`src/rtl/whitestar_mbox_pkg.sv`:
```
// Shared constants, access classification and the bus decode helper for the
// whitestar 6809 <-> display/sound mailbox.
package whitestar_mbox_pkg;

    localparam logic [1:0] REG_DATA = 2'b00;
    localparam logic [1:0] REG_RX   = 2'b01;
    localparam logic [1:0] REG_STAT = 2'b11;

    localparam int STAT_FULL    = 7;
    localparam int STAT_RX_FULL = 6;
    localparam int STAT_OVF     = 5;
    localparam int STAT_IRQ_EN  = 0;

    typedef enum logic [2:0] {
        ACC_NONE = 3'd0,
        ACC_PUSH = 3'd1,
        ACC_POP  = 3'd2,
        ACC_STAT = 3'd3,
        ACC_CTRL = 3'd4
    } acc_t;

    // Classify a bus access from the window bits, register offset and R/W.
    function automatic acc_t decode_acc(input logic [2:0] ba_hi, input logic [2:0] base,
                                        input logic [1:0] reg_off, input logic rd);
        acc_t acc;
        acc = ACC_NONE;
        if (ba_hi == base) begin
            case ({reg_off, rd})
                {REG_DATA, 1'b0}: acc = ACC_PUSH;
                {REG_RX,   1'b1}: acc = ACC_POP;
                {REG_STAT, 1'b1}: acc = ACC_STAT;
                {REG_STAT, 1'b0}: acc = ACC_CTRL;
                default:          acc = ACC_NONE;
            endcase
        end else begin
            acc = ACC_NONE;
        end
        return acc;
    endfunction

endpackage

```
`src/rtl/whitestar_mbox_fifo.sv`:
```
// Synchronous outbound FIFO; a push while full is accepted only when a pop
// frees a slot in the same cycle.
module whitestar_mbox_fifo #(
    parameter int DEPTH = 4,
    parameter int WIDTH = 8
) (
    input  logic             clk,
    input  logic             rst_n,
    input  logic             push,
    input  logic [WIDTH-1:0] push_data,
    input  logic             pop,
    output logic [WIDTH-1:0] rd_data,
    output logic             full,
    output logic             empty
);

    localparam int AW = $clog2(DEPTH);
    localparam int CW = $clog2(DEPTH + 1);
    localparam logic [CW-1:0] CNT_FULL = CW'(DEPTH);

    logic [WIDTH-1:0] mem_r [DEPTH];
    logic [AW-1:0]    wr_ptr_r;
    logic [AW-1:0]    rd_ptr_r;
    logic [CW-1:0]    count_r;
    logic             do_push_s;
    logic             do_pop_s;

    assign empty     = (count_r == {CW{1'b0}});
    assign full      = (count_r == CNT_FULL);
    assign do_pop_s  = pop & ~empty;
    assign do_push_s = push & (~full | do_pop_s);
    assign rd_data   = mem_r[rd_ptr_r];

    // Entry storage
    always_ff @(posedge clk or negedge rst_n) begin
        if (!rst_n) begin
            for (int i = 0; i < DEPTH; i++) begin
                mem_r[i] <= {WIDTH{1'b0}};
            end
        end else if (do_push_s) begin
            mem_r[wr_ptr_r] <= push_data;
        end
    end

    // Pointers wrap naturally because DEPTH is a power of two
    always_ff @(posedge clk or negedge rst_n) begin
        if (!rst_n) begin
            wr_ptr_r <= {AW{1'b0}};
            rd_ptr_r <= {AW{1'b0}};
            count_r  <= {CW{1'b0}};
        end else begin
            if (do_push_s) begin
                wr_ptr_r <= wr_ptr_r + AW'(1);
            end
            if (do_pop_s) begin
                rd_ptr_r <= rd_ptr_r + AW'(1);
            end
            case ({do_push_s, do_pop_s})
                2'b10:   count_r <= count_r + CW'(1);
                2'b01:   count_r <= count_r - CW'(1);
                default: count_r <= count_r;
            endcase
        end
    end

endmodule

```
`src/rtl/whitestar_mbox_ctrl.sv`:
```
// Clocked mailbox controller between the 6809 bus and the display/sound link.
// Define WHITESTAR_MBOX_FIRQ_EN to enable the CTRL register and FIRQ output.
module whitestar_mbox_ctrl
    import whitestar_mbox_pkg::*;
#(
    parameter int         DEPTH = 4,
    parameter logic [2:0] BASE  = 3'b001
) (
    input  logic        clk,
    input  logic        rst_n,
    input  logic        e,
    input  logic        brw,
    input  logic [15:0] ba,
    input  logic [7:0]  bdi,
    output logic [7:0]  bdo,
    output logic        bdoe,
    output logic [7:0]  tx_data,
    output logic        tx_valid,
    input  logic        tx_ready,
    input  logic [7:0]  rx_data,
    input  logic        rx_valid,
    output logic        rx_ready,
    output logic        firq_n,
    output logic        busy
);

    logic       e_meta_r, es_r, es_d_r;
    acc_t       cap_acc_r;
    logic [7:0] cap_bdi_r;
    logic [7:0] rx_hold_r;
    logic       rx_full_r, ovf_r;
    logic       irq_en_s;
    logic       commit_s;
    acc_t       acc_s, live_acc_s;
    logic       fifo_full_s, fifo_empty_s, tx_pop_s, push_s, ovf_set_s;
    logic [7:0] status_s, rd_mux_s;
    logic       unused_ba_s;

    assign unused_ba_s = ^{ba[12:3], ba[0]};

    // E synchroniser; es_d_r is kept only to find the falling edge
    always_ff @(posedge clk or negedge rst_n) begin
        if (!rst_n) begin
            e_meta_r <= 1'b0;
            es_r     <= 1'b0;
            es_d_r   <= 1'b0;
        end else begin
            e_meta_r <= e;
            es_r     <= e_meta_r;
            es_d_r   <= es_r;
        end
    end

    // Bus sampling while E is high; the last sample is what commits
    always_ff @(posedge clk or negedge rst_n) begin
        if (!rst_n) begin
            cap_acc_r <= ACC_NONE;
            cap_bdi_r <= 8'h00;
        end else if (es_r) begin
            cap_acc_r <= decode_acc(ba[15:13], BASE, ba[2:1], brw);
            cap_bdi_r <= bdi;
        end
    end

    assign commit_s   = es_d_r & ~es_r;
    assign acc_s      = commit_s ? cap_acc_r : ACC_NONE;
    assign live_acc_s = decode_acc(ba[15:13], BASE, ba[2:1], brw);
    assign tx_pop_s   = tx_ready & ~fifo_empty_s;
    assign push_s     = (acc_s == ACC_PUSH);
    assign ovf_set_s  = push_s & fifo_full_s & ~tx_pop_s;

    whitestar_mbox_fifo #(.DEPTH(DEPTH), .WIDTH(8)) u_fifo (
        .clk       (clk),
        .rst_n     (rst_n),
        .push      (push_s),
        .push_data (cap_bdi_r),
        .pop       (tx_ready),
        .rd_data   (tx_data),
        .full      (fifo_full_s),
        .empty     (fifo_empty_s)
    );

    // RX holding register and sticky overflow; overflow set beats clear
    always_ff @(posedge clk or negedge rst_n) begin
        if (!rst_n) begin
            rx_hold_r <= 8'h00;
            rx_full_r <= 1'b0;
            ovf_r     <= 1'b0;
        end else begin
            if (rx_valid && !rx_full_r) begin
                rx_hold_r <= rx_data;
                rx_full_r <= 1'b1;
            end else if (acc_s == ACC_POP) begin
                rx_full_r <= 1'b0;
            end
            if (ovf_set_s) begin
                ovf_r <= 1'b1;
            end else if (acc_s == ACC_STAT) begin
                ovf_r <= 1'b0;
            end
        end
    end

`ifdef WHITESTAR_MBOX_FIRQ_EN
    logic irq_en_r;
    logic firq_n_r;

    // Interrupt enable and registered FIRQ
    always_ff @(posedge clk or negedge rst_n) begin
        if (!rst_n) begin
            irq_en_r <= 1'b0;
            firq_n_r <= 1'b1;
        end else begin
            if (acc_s == ACC_CTRL) begin
                irq_en_r <= cap_bdi_r[0];
            end
            firq_n_r <= ~(rx_full_r & irq_en_r);
        end
    end

    assign irq_en_s = irq_en_r;
    assign firq_n   = firq_n_r;
`else
    assign irq_en_s = 1'b0;
    assign firq_n   = 1'b1;
`endif

    // Read-data mux driven straight from the live bus while E is high
    always_comb begin
        status_s               = 8'h00;
        status_s[STAT_FULL]    = fifo_full_s;
        status_s[STAT_RX_FULL] = rx_full_r;
        status_s[STAT_OVF]     = ovf_r;
        status_s[STAT_IRQ_EN]  = irq_en_s;
        case (live_acc_s)
            ACC_POP:  rd_mux_s = rx_hold_r;
            ACC_STAT: rd_mux_s = status_s;
            default:  rd_mux_s = 8'h00;
        endcase
    end

    assign bdoe     = es_r & ((live_acc_s == ACC_POP) | (live_acc_s == ACC_STAT));
    assign bdo      = bdoe ? rd_mux_s : 8'h00;
    assign tx_valid = ~fifo_empty_s;
    assign rx_ready = ~rx_full_r;
    assign busy     = fifo_full_s;

endmodule

```
`config.mk`:
```
export PLATFORM = sky130hd
export DESIGN_NAME = whitestar_mbox_ctrl
export DESIGN_NICKNAME = d
export VERILOG_FILES = /design/src/rtl/whitestar_mbox_pkg.sv /design/src/rtl/whitestar_mbox_fifo.sv /design/src/rtl/whitestar_mbox_ctrl.sv
export SDC_FILE = /design/constraint.sdc
export NUM_CORES = 1
export LEC_CHECK = 0
export BUFFER_PORTS_ARGS = -buffer_cell sky130_fd_sc_hd__clkbuf_2
export CAP_MARGIN = 20
export CORE_MARGIN = 1
export CORE_UTILIZATION = 50
export CTS_CLUSTER_DIAMETER = 80
export CTS_CLUSTER_SIZE = 30
export DETAILED_ROUTE_END_ITERATION = 8
export GPL_ROUTABILITY_DRIVEN = 1
export GPL_TIMING_DRIVEN = 0
export PLACE_DENSITY = 0.83
export SYNTH_ARGS = -nofsm -noshare
export SYNTH_HDL_FRONTEND = slang
export SYNTH_SLANG_ARGS = --single-unit
```
`constraint.sdc`:
```
create_clock -name clk -period 3.6 [get_ports clk]
set_clock_uncertainty 0.2 [all_clocks]
set_input_delay 0.36 -clock clk [delete_from_list [all_inputs] [get_ports clk]]
set_output_delay 0.36 -clock clk [all_outputs]
set_load 0.05 [all_outputs]
```
Word-level counts from Yosys, hierarchy flattened
Cells that the tools add are included.
{ "word_totals": {"inputBits": 38, "output_inout_bits": 21, "register_bits": 63, "word_cells": 73} }
{ "classes": {"order_cmp": 3, "n_eq_ne": 12, "muxes": 16, "bitwise": 15, "n_addsub": 4, "n_reduce_logical": 8} }
{ "op_table": {"columns": ["op", "n"], "rows": [
  ["32-bit bitwise mux", 1],
  ["8-bit two-way mux", 4],
  ["8-bit binary-select mux with 2-bit select", 1],
  ["8-bit demux with 2-bit select", 1],
  ["8-bit one-hot mux with 2 select lines", 1],
  ["3-bit by 2-bit equality test with 1-bit output (second input constant)", 5],
  ["3-bit one-hot mux with 4 select lines", 1],
  ["3-bit equality test (second input constant)", 3],
  ["1-bit AND", 6],
  ["3-bit by 1-bit equality test with 1-bit output (second input constant)", 2],
  ["3-bit >= comparator (second input constant)", 2],
  ["3-bit logical NOT", 2],
  ["3-bit two-way mux", 2],
  ["2-bit inverter with 3-bit output", 2],
  ["3-bit one-hot mux with 2 select lines", 1],
  ["2-bit nonzero test", 3],
  ["1-bit inverter", 5],
  ["2-bit by 1-bit adder with 2-bit output (second input constant)", 2],
  ["1-bit two-way mux", 4],
  ["3-bit by 1-bit adder with 3-bit output (second input constant)", 1],
  ["3-bit by 1-bit less-than comparator with 1-bit output (second input constant)", 1],
  ["3-bit by 1-bit subtractor with 3-bit output (second input constant)", 1],
  ["2-bit by 1-bit equality test with 1-bit output (second input constant)", 1],
  ["2-bit equality test (second input constant)", 1],
  ["other kinds (3)", 5]
]} }

Longest topological paths before layout
Gate-level depths: netlist of the first run.
{ "logic_depth": {"depth_word": 7, "depth_mapped": 10, "mapped_depth_nobuf": 9} }

By module
Synthesis of the first run repeated with hierarchy kept, for this count alone.
{ "unflattened": {"hier_cells": 197, "hier_area_um2": 2900.3} }
{ "by_module_without_submodules": {"columns": ["module", "area_per_inst_um2", "seq_area_each_um2", "n_inst", "cells_per_inst"], "rows": [
  ["whitestar_mbox_fifo", 1801.7, 975.9, 1, 115],
  ["whitestar_mbox_ctrl", 1098.6, 600.6, 1, 82]
]} }

Least setup slack after synthesis of the first run
Ideal clock, no wire load.
{ "synth_timing": {"path_kind": "flip-flop to output port", "startpoint": "reg u_fifo.count_r[0]", "endpoint": "out bdo[7]", "arrival_time_ps": 2551, "path_stages_with_launch": 4, "path_slack_ps": 489, "required_ps": 3040, "n_path_buf": 0, "cell_sequence": "dfrtp_1 nor3b_1 mux2i_1 nor2_1"} }
{ "synth_between": {"elab_chain_len": 3} }
{ "synth_lines": {"columns": ["element", "line", "source"], "rows": [
  ["start, declared", "whitestar_mbox_fifo.sv:24", "logic [CW-1:0] count_r;"],
  ["start signal, assigned", "whitestar_mbox_fifo.sv:50", "count_r <= {CW{1'b0}};"],
  ["start signal, assigned", "whitestar_mbox_fifo.sv:59", "2'b10: count_r <= count_r + CW'(1);"],
  ["start signal, assigned", "whitestar_mbox_fifo.sv:60", "2'b01: count_r <= count_r - CW'(1);"],
  ["3-bit equality test", "whitestar_mbox_fifo.sv:29", "assign full = (count_r == CNT_FULL);"],
  ["named net busy", "whitestar_mbox_ctrl.sv:24", "output logic busy"],
  ["8-bit one-hot mux with 2 select lines", "whitestar_mbox_ctrl.sv:135", "case (live_acc_s)"],
  ["8-bit two-way mux", "whitestar_mbox_ctrl.sv:143", "assign bdo = bdoe ? rd_mux_s : 8'h00;"],
  ["end, declared", "whitestar_mbox_ctrl.sv:15", "output logic [7:0] bdo,"]
]} }
The timed path passes the listed nets, and every way through them passes these cells.

Final worst setup path of the first run
{ "layout_timing": {"startpoint": "reg u_fifo.count_r[0]", "endpoint": "reg u_fifo.count_r[2]"} }
{ "layout_between": {"elab_chain_len": 7, "word_cells_on_any_way": 13, "classes_between": "add/sub (2); eq/ne (3); mux (1); bitwise (5); reduce/logical (2)"} }
{ "layout_lines": {"columns": ["element", "line", "source"], "rows": [
  ["3-bit logical NOT", "whitestar_mbox_fifo.sv:28", "assign empty = (count_r == {CW{1'b0}});"],
  ["1-bit inverter", "whitestar_mbox_fifo.sv:30", "assign do_pop_s = pop & ~empty;"],
  ["1-bit AND", "whitestar_mbox_fifo.sv:30", null],
  ["1-bit bitwise OR", "whitestar_mbox_fifo.sv:31", "assign do_push_s = push & (~full | do_pop_s);"],
  ["1-bit AND", "whitestar_mbox_fifo.sv:31", null],
  ["2-bit by 1-bit equality test with 1-bit output / 2-bit equality test (equally long branches)", "whitestar_mbox_fifo.sv:58", "case ({do_push_s, do_pop_s})"],
  ["3-bit one-hot mux with 2 select lines / 2-bit nonzero test (equally long branches)", null, null]
]} }
Several ways; a longest one is shown, not always the timed one.
A chain may end at the register's enable or synchronous reset.

==> results.sh, run 1 <==
export IMPL_outcome="finished, final reports clean"
export IMPL_port_buffers=45
export IMPL_synth_top_area_cell="dfrtp_1"
export IMPL_synth_compound_area_frac=0.0165
export IMPL_initial_core_util=0.521
export IMPL_drive_above_1_share=0.490
export IMPL_worstPathArrival_ns=2.79
export IMPL_grt_max_degree=64
export IMPL_routed_wl_mm=5.15
export IMPL_cpPeakStageDelay_ns=0.68
export IMPL_ir_drop_uv=285
export IMPL_max_slew_margin_rel=0.437
export IMPL_use_met2=0.299
export IMPL_coreArea_mm2=0.00554
export IMPL_grt_use_total=0.190
export IMPL_synthAdderAreaFrac=0.0286
export IMPL_antenna_found_initial=0
export IMPL_htreeDepth=3
export IMPL_postPlaceCellArea_mm2=0.00320
export IMPL_hold_ws_ns=0.0560
export IMPL_fillers=457
export IMPL_finalSetupTns_ns=0
export IMPL_first_pass_iters=4
export IMPL_period_needed_ns=2.73
export IMPL_grt_busiest_layer="met2"
export IMPL_critPathRequiredTime_ns=3.66
export IMPL_end_kind="flip-flop"
export IMPL_n_antenna_cell=0
export IMPL_final_common_cell="dfrtp_1"
export IMPL_cp_max_fo=6
export IMPL_synth_cells=194
export IMPL_worstSkewPairLatency_ns=0.33
export IMPL_async_flop_share=1.00
export IMPL_cts_resized=0
export IMPL_synth_top_cells_by_area="dfrtp_1 55%, mux2_2 19%, mux4_2 6.2%"
export IMPL_ys_seq_elements=63
export IMPL_cp_slowest_cell="nor4b_4"
export IMPL_path_cells="nor4b_4 -> nor3_1 -> inv_1 -> ha_1 -> inv_1 -> fa_1 -> xor2_1 -> nor2_1 -> xor2_1"
export IMPL_syn_avg_cell_area_um2=14.9
export IMPL_grtUsageMet3=0.0482
export IMPL_yosysWarnings=0
export IMPL_synth_fp_nets=238
export IMPL_rows=27
export IMPL_p_leak_nw=1.63
export IMPL_finalHoldViolCount=0
export IMPL_netlist_area_leader_share=0.546
export IMPL_cts_tree="built"
export IMPL_vias=1739
export IMPL_overflow=0
export IMPL_ys_types=34
export IMPL_drc_errors=0
export IMPL_crit_buf_inv=2
export IMPL_finalSetupViolations=0
export IMPL_die_x_um=78.0
export IMPL_wl_per_cell_um=15.7
export IMPL_power_density_mw_per_mm2=606
export IMPL_critPathKind="reg -> reg"
export IMPL_fp_dieH_um=78.0
export IMPL_r2r_start="u_fifo.count_r[0]"
export IMPL_place_hpwl_mm=3.49
export IMPL_post_route_period_util=0.759
export IMPL_post_place_ws_ns=0.869
export IMPL_synth_top_family_by_area="multiplexers"
export IMPL_area_delta_synth_final_pct=18.3
export IMPL_synth_xor_area_share=0.0182
export IMPL_synth_seq_area_share=0.546
export IMPL_path_clk_slew_ns=0.07
export IMPL_max_cap_violations=0
export IMPL_clock_sinks=63
export IMPL_cp_startpoint="u_fifo.count_r[0]"
export IMPL_clock_root_buffer="clkbuf_8"
export IMPL_cp_start_kind="flip-flop"
export IMPL_gr_usage_met1=0.249
export IMPL_final_area_mm2=0.00342
export IMPL_ys_flop_type="dfrtp_1"
export IMPL_grt_pass1_wl_mm=8.47
export IMPL_drv_slew=0
export IMPL_synth_edf_count=0
export IMPL_first_global_vias=1746
export IMPL_rsz0062_at_grt="no"
export IMPL_layout_common_cells="63 x dfrtp_1, 49 x mux2_2, 44 x clkbuf_2"
export IMPL_via_per_inst=5.29
export IMPL_finalPower_mw=2.07
export IMPL_fmax_mhz=366
export IMPL_cts_buffers_inserted=9
export IMPL_synth_simple_area_share=0.0941
export IMPL_dieArea_mm2=0.00608
export IMPL_hold_path_class="in -> reg"
export IMPL_syn_cell_area_mm2=0.00289
export IMPL_worst_slack_ns=0.868
export IMPL_tightest_slew_ns=0.845
export IMPL_muxShareOfSynthArea=0.267
export IMPL_clockBufferDepth=2
export IMPL_worstHoldStart="rx_data[0]"
export IMPL_crit_family="simple AND/OR/NAND/NOR gates"
export IMPL_gp_congestion=0.742
export IMPL_fin_nets=296
export IMPL_io_pins=59
export IMPL_ant_nets=0
export IMPL_first_iter_violations=81
==> area by class of cell <==
| cell class | instances | area (µm²) | share of cell area |
|---|---|---|---|
| Timing Repair Buffer | 47 | 248 | 0.0725 |
| Tap cell | 72 | 90.1 | 0.0264 |
| Clock buffer | 13 | 149 | 0.0436 |
| Inverter | 11 | 41.3 | 0.0121 |
| Sequential cell | 63 | 1580 | 0.462 |
| Buffer | 8 | 38.8 | 0.0114 |
| Clock inverter | 3 | 42.5 | 0.0125 |
| Multi-Input combinational cell | 112 | 1230 | 0.360 |
==> stage by stage <==
step                      cells  utilization
after detailed placement    311        0.578
after global routing        329        0.617
after floorplan             194            -
final                       329        0.617
after CTS                   329        0.617
after global placement      311        0.578
==> cells by family (layout without fill, tap and decap cells) <==
family / Yosys count / count (layout)
DFF: 63 / 63
muxes: 61 / 61
and+or+nand+nor: 31 / 31
buffers and inverters: 19 / 82
AOI/OAI and AO/OA: 7 / 7
adders and majority gates: 6 / 6
xor gates and xnor gates: 6 / 6
other: 1 / 1
==> cells in the mapped netlist, types with 2 or more instances <==
library cell  count
buf_4             2
nor2_1            5
nand2_1           4
mux2_2           49
and2_1            5
dfrtp_1          63
nor4b_4           5
mux4_2            8
clkbuf_1          4
nor3_1            3
xor2_1            3
ha_1              5
inv_1            11
mux2i_1           4
xnor2_1           3
a21oi_1           2
==> report_power, final <==
group / internal (mW) / leakage [nW] / switching, mW
registers: 0.834 / 0.816 / 0.0906
logic: 0.247 / 0.725 / 0.302
clock network: 0.338 / 0.0936 / 0.257
==> final timing paths <==
path | endpoint | slack (ns) | cells after the start
min | rx_hold_r[0] | 0.06 | 2
min in group asynchronous | u_fifo.mem_r[30] | 0.50 | 2
max reg2reg | u_fifo.count_r[2] | 0.87 | 9
max in group asynchronous | rx_hold_r[7] | 2.15 | 2
max | u_fifo.count_r[2] | 0.87 | 9
min reg2reg | es_r | 0.15 | 0
==> state kept, by name, summed over array words and instances, names as in the netlist <==
signal	cells
cap_acc_r	3
cap_bdi_r	8
e_meta_r	1
es_d_r	1
es_r	1
ovf_r	1
rx_full_r	1
rx_hold_r	8
u_fifo.count_r	3
u_fifo.mem_r	32
u_fifo.rd_ptr_r	2
u_fifo.wr_ptr_r	2
==> per-layer routing <==
layer,up-vias,wire [µm]
met5,-,0
met4,0,95
met3,10,167
met2,31,2590
met1,893,2300
li1,805,-
==> timing repair <==
item / 4_1_cts / 5_1_grt
setup endpoints to repair: 0 / 0
hold buffers: 2 / 0
endpoints found under the hold margin: 64 / 0
setup buffers: 0 / 0
Power figures use the tool's default switching activity.
==> run 2, diff against run 1 <==
clock period = 2.6 ns   (was 3.6 ns; I/O delays follow)
==> run 2 against run 1 <==
Against the previous run: via count rose by 4.4%; non-clock buffer count grew 17; flip-flop and latch count unchanged; utilization grew 4.0 points; setup slack lost 0.77 ns; routed wire length is 13% higher; total power rose by 43%; highest routed layer unchanged.
==> results.sh, run 2 (same netlist as run 1, synthesis figures left out) <==
export IMPL_outcome="finished, final reports clean"
export IMPL_finalHoldViolCount=0
export IMPL_critPathRequiredTime_ns=2.14
export IMPL_antenna_found_initial=0
export IMPL_via_per_inst=5.25
export IMPL_fmax_mhz=399
export IMPL_rsz0062_at_grt="no"
export IMPL_final_core_util=0.656
export IMPL_fin_cells=346
export IMPL_first_pass_iters=4
export IMPL_p_leak_nw=1.73
export IMPL_reg_largest_list="u_fifo.mem_r (32), cap_bdi_r (8), rx_hold_r (8)"
export IMPL_dp_cells=311
export IMPL_grt_max_degree=64
export IMPL_end_kind="output pin"
export IMPL_routed_wl_mm=5.82
export IMPL_htreeDepth=3
export IMPL_first_global_vias=1892
export IMPL_die_x_um=78.0
export IMPL_ant_nets=0
export IMPL_path_clk_slew_ns=0.06
export IMPL_area_delta_synth_final_pct=26.0
export IMPL_gp_congestion=0.726
export IMPL_ir_drop_uv=665
export IMPL_finalSetupViolations=0
export IMPL_fin_nets=313
export IMPL_dieArea_mm2=0.00608
export IMPL_drc_errors=0
export IMPL_io_pins=59
export IMPL_overflow=0
export IMPL_initial_core_util=0.521
export IMPL_fillers=402
export IMPL_coreArea_mm2=0.00554
export IMPL_final_common_cell="dfrtp_1"
export IMPL_layout_common_cells="62 x dfrtp_1, 49 x mux2_2, 41 x clkbuf_2"
export IMPL_period_needed_ns=2.51
export IMPL_tightest_slew_ns=0.835
export IMPL_critPathKind="reg -> out"
export IMPL_power_density_mw_per_mm2=815
export IMPL_regMostFlops="u_fifo.mem_r"
export IMPL_grt_pass1_wl_mm=9.40
export IMPL_worstPathArrival_ns=2.05
export IMPL_place_hpwl_mm=3.60
export IMPL_fp_dieH_um=78.0
export IMPL_largest_register_ffs=32
export IMPL_cp_max_fo=7
export IMPL_cts_buffers_inserted=9
export IMPL_worstSkewPairLatency_ns=0.33
export IMPL_clockBufferDepth=2
export IMPL_grt_use_total=0.211
export IMPL_cp_start_kind="flip-flop"
export IMPL_wl_per_cell_um=16.8
export IMPL_clock_root_buffer="clkbuf_8"
export IMPL_rows=27
export IMPL_hold_path_class="in -> reg"
export IMPL_cts_tree="built"
export IMPL_post_route_period_util=0.964
export IMPL_port_buffers=45
export IMPL_clock_sinks=63
export IMPL_max_slew_margin_rel=0.443
export IMPL_first_iter_violations=110
export IMPL_finalSetupTns_ns=0
export IMPL_drv_slew=0
export IMPL_vias=1816
export IMPL_max_cap_violations=0
export IMPL_n_antenna_cell=0
export IMPL_drive_above_1_share=0.482
## run 2: path summary, 6_finish.rpt
check	slack, ns	depth (start not counted)	from	end
max	0.09	4	es_r	bdo[5]
min	0.05	3	ba[1]	cap_acc_r[2]
max reg2reg	0.27	9	u_fifo.count_r[0]	u_fifo.count_r[2]
min reg2reg	0.17	0	e_meta_r	es_r
max in group asynchronous	1.21	2	rst_n	es_r
min in group asynchronous	0.38	2	rst_n	u_fifo.mem_r[23]
## run 2: through the flow
stage          instance area [µm²]  hold WS [ns]  setup slack (ns)  power (mW)
2_1_floorplan                 2890        -0.236            0.0647        1.88
3_3_place_gp                  3210         0.133           -0.0832        2.03
3_5_place_dp                  3210         0.137            -0.179        2.07
4_1_cts                       3620       0.00492            0.0491        2.97
5_1_grt                       3640        0.0483           0.00907        3.11
6_report                      3640        0.0512            0.0946        2.96
## run 2: cell type report
cell class | count | area [µm²] | area share
clock inverter | 2 | 37.5 | 0.0103
buffer | 7 | 35.0 | 0.00964
tap | 72 | 90.1 | 0.0248
clock buffer | 14 | 173 | 0.0475
sequential | 63 | 1580 | 0.434
timing repair buffer | 65 | 430 | 0.118
inverter | 11 | 41.3 | 0.0114
multi-input combinational | 112 | 1250 | 0.344
## run 2: routing by layer
metal  vias to the layer above  GRT usage  part of all wire
met2                        38      0.347              0.53
li1                        839          -                 -
met4                         0      0.104             0.023
met3                        14     0.0576             0.030
met5                         -          0                 0
met1                       925      0.256              0.42
## run 2: timing repair
item / CTS / global route
pin swaps: 1 / 0
resized for setup: 1 / 8
setup endpoints to repair: 6 / 10
setup buffers: 1 / 0
hold buffers: 19 / 0
endpoints found under the hold margin: 81 / 0
## run 2: where the power goes
part           switching (mW)  internal, mW
Combinational           0.425         0.366
Clock                   0.353         0.522
Sequential              0.140          1.16
## run 2: critical path, stage by stage (launching register included)
cell     delay (ns)
dfrtp_2        0.44
or4bb_1        0.52
or2_2          0.39
nor2_1         0.11
buf_2          0.27
==> run 3, diff against run 2 <==
clock period = 2.4 ns   (was 2.6 ns; I/O delays follow)
==> run 3 against run 2 <==
Against the previous run: via count decreased by 0.50%; register-to-register slack worse by 0.11 ns; non-clock buffer count rose by 3; clock power is 12% lower; setup slack lost 0.070 ns; cell count is 0.29% higher; worst hold slack got worse by 0.0067 ns.
==> results.sh, run 3 (same netlist as run 1, synthesis figures left out) <==
export IMPL_r2r_start="es_r"
export IMPL_hold_path_class="in -> reg"
export IMPL_critPathRequiredTime_ns=1.96
export IMPL_worstHoldStart="ba[14]"
export IMPL_worstSkewPairLatency_ns=0.32
export IMPL_port_buffers=45
export IMPL_ant_nets=0
export IMPL_path_clk_slew_ns=0.06
export IMPL_fp_dieH_um=78.0
export IMPL_cp_startpoint="es_r"
export IMPL_clockBufferDepth=2
export IMPL_wl_per_cell_um=15.8
export IMPL_die_x_um=78.0
export IMPL_rsz0062_at_grt="yes"
export IMPL_grt_pass1_wl_mm=9.20
export IMPL_vias=1807
export IMPL_antenna_found_initial=0
export IMPL_postPlaceCellArea_mm2=0.00322
export IMPL_p_leak_nw=1.72
export IMPL_finalSetupTns_ns=0
export IMPL_max_cap_violations=0
export IMPL_first_global_vias=1939
export IMPL_outcome="finished, final reports clean"
export IMPL_gp_congestion=0.754
export IMPL_end_kind="output pin"
export IMPL_final_area_mm2=0.00365
export IMPL_final_core_util=0.660
export IMPL_rows=27
export IMPL_area_delta_synth_final_pct=26.6
export IMPL_drv_slew=0
export IMPL_max_slew_margin_rel=0.443
export IMPL_tightest_slew_ns=0.835
export IMPL_finalSetupViolations=0
export IMPL_drive_above_1_share=0.495
export IMPL_initial_core_util=0.521
export IMPL_reg_largest_list="u_fifo.mem_r (32), cap_bdi_r (8), rx_hold_r (8)"
export IMPL_fin_nets=316
export IMPL_layout_common_cells="62 x dfrtp_1, 49 x mux2_2, 35 x clkbuf_2"
export IMPL_grt_use_total=0.202
export IMPL_cts_tree="built"
export IMPL_clock_root_buffer="clkbuf_8"
export IMPL_place_hpwl_mm=3.47
export IMPL_first_pass_iters=4
export IMPL_grt_max_degree=64
export IMPL_n_antenna_cell=0
export IMPL_post_route_period_util=0.990
export IMPL_via_per_inst=5.21
export IMPL_critPathKind="reg -> out"
export IMPL_regMostFlops="u_fifo.mem_r"
export IMPL_io_pins=59
export IMPL_fmax_mhz=421
export IMPL_ir_drop_uv=470
export IMPL_worstPathArrival_ns=1.94
export IMPL_drc_errors=0
export IMPL_htreeDepth=3
export IMPL_coreArea_mm2=0.00554
export IMPL_routed_wl_mm=5.49
export IMPL_period_needed_ns=2.38
export IMPL_fillers=391
export IMPL_dieArea_mm2=0.00608
export IMPL_finalHoldViolCount=0
export IMPL_overflow=0
export IMPL_cts_buffers_inserted=9
export IMPL_finalPower_mw=3.03
export IMPL_worst_slack_ns=0.0243
export IMPL_cp_max_fo=5
export IMPL_post_place_ws_ns=-0.262
export IMPL_first_iter_violations=117
export IMPL_final_common_cell="dfrtp_1"
export IMPL_clock_sinks=63
export IMPL_largest_register_ffs=32
export IMPL_cp_start_kind="flip-flop"
export IMPL_power_density_mw_per_mm2=829
[run 3: cell count changes in the layout (fill, tap and decap cells not counted), moves of 2 or more]
cell / change
buf_4: +2
buf_6: +2
clkbuf_2: -6
clkbuf_4: +4
[run 3: report_power, final]
group	total (mW)	switching (mW)	internal [mW]
Clock	0.770	0.351	0.419
Sequential	1.39	0.141	1.25
Combinational	0.867	0.463	0.404
[run 3: area by class of cell]
type                    instances  area, µm²  area share
well taps                      72       90.1      0.0246
flip-flops and latches         63       1580       0.432
plain buffers                   7       35.0     0.00959
repair buffers                 68        487       0.133
clock buffers                  13        159      0.0435
clock inverters                 1       5.00     0.00137
multi-input cells             112       1260       0.345
inverters                      11       41.3      0.0113
[run 3: critical path: stages (launching register included)]
cell	delay, ns
dfrtp_2	0.40
or4bb_4	0.50
or2_2	0.37
nor2_1	0.16
buf_6	0.18
[run 3: worst paths after layout]
check,depth (start not counted),endpoint,slack [ns]
max,4,bdo[7],0.02
min,3,cap_acc_r[0],0.04
max reg2reg,10,u_fifo.count_r[2],0.16
min reg2reg,0,es_r,0.14
max in group asynchronous,2,es_r,1.02
min in group asynchronous,2,cap_bdi_r[0],0.41
[run 3: through the flow]
step | hold WS [ns] | std cells
final | 0.0445 | 347
after global routing | 0.0480 | 347
after CTS | 0.0232 | 348
after detailed placement | 0.135 | 311
after global placement | 0.132 | 311
after floorplan | -0.256 | 194
[run 3: routing by layer]
metal	routed length (µm)	vias up	track usage
met5	0	-	0
met4	148	0	0.104
met3	117	15	0.0388
met2	2780	30	0.333
met1	2440	915	0.254
li1	-	847	-
[run 3: what timing repair did]
item / 4_1_cts / 5_1_grt
setup endpoints to repair: 11 / 10
hold buffers: 20 / 0
hold endpoints to repair: 81 / 0
cloned: 0 / 0
gates resized for setup: 12 / 7
pin swaps: 1 / 0
setup buffers: 3 / 0
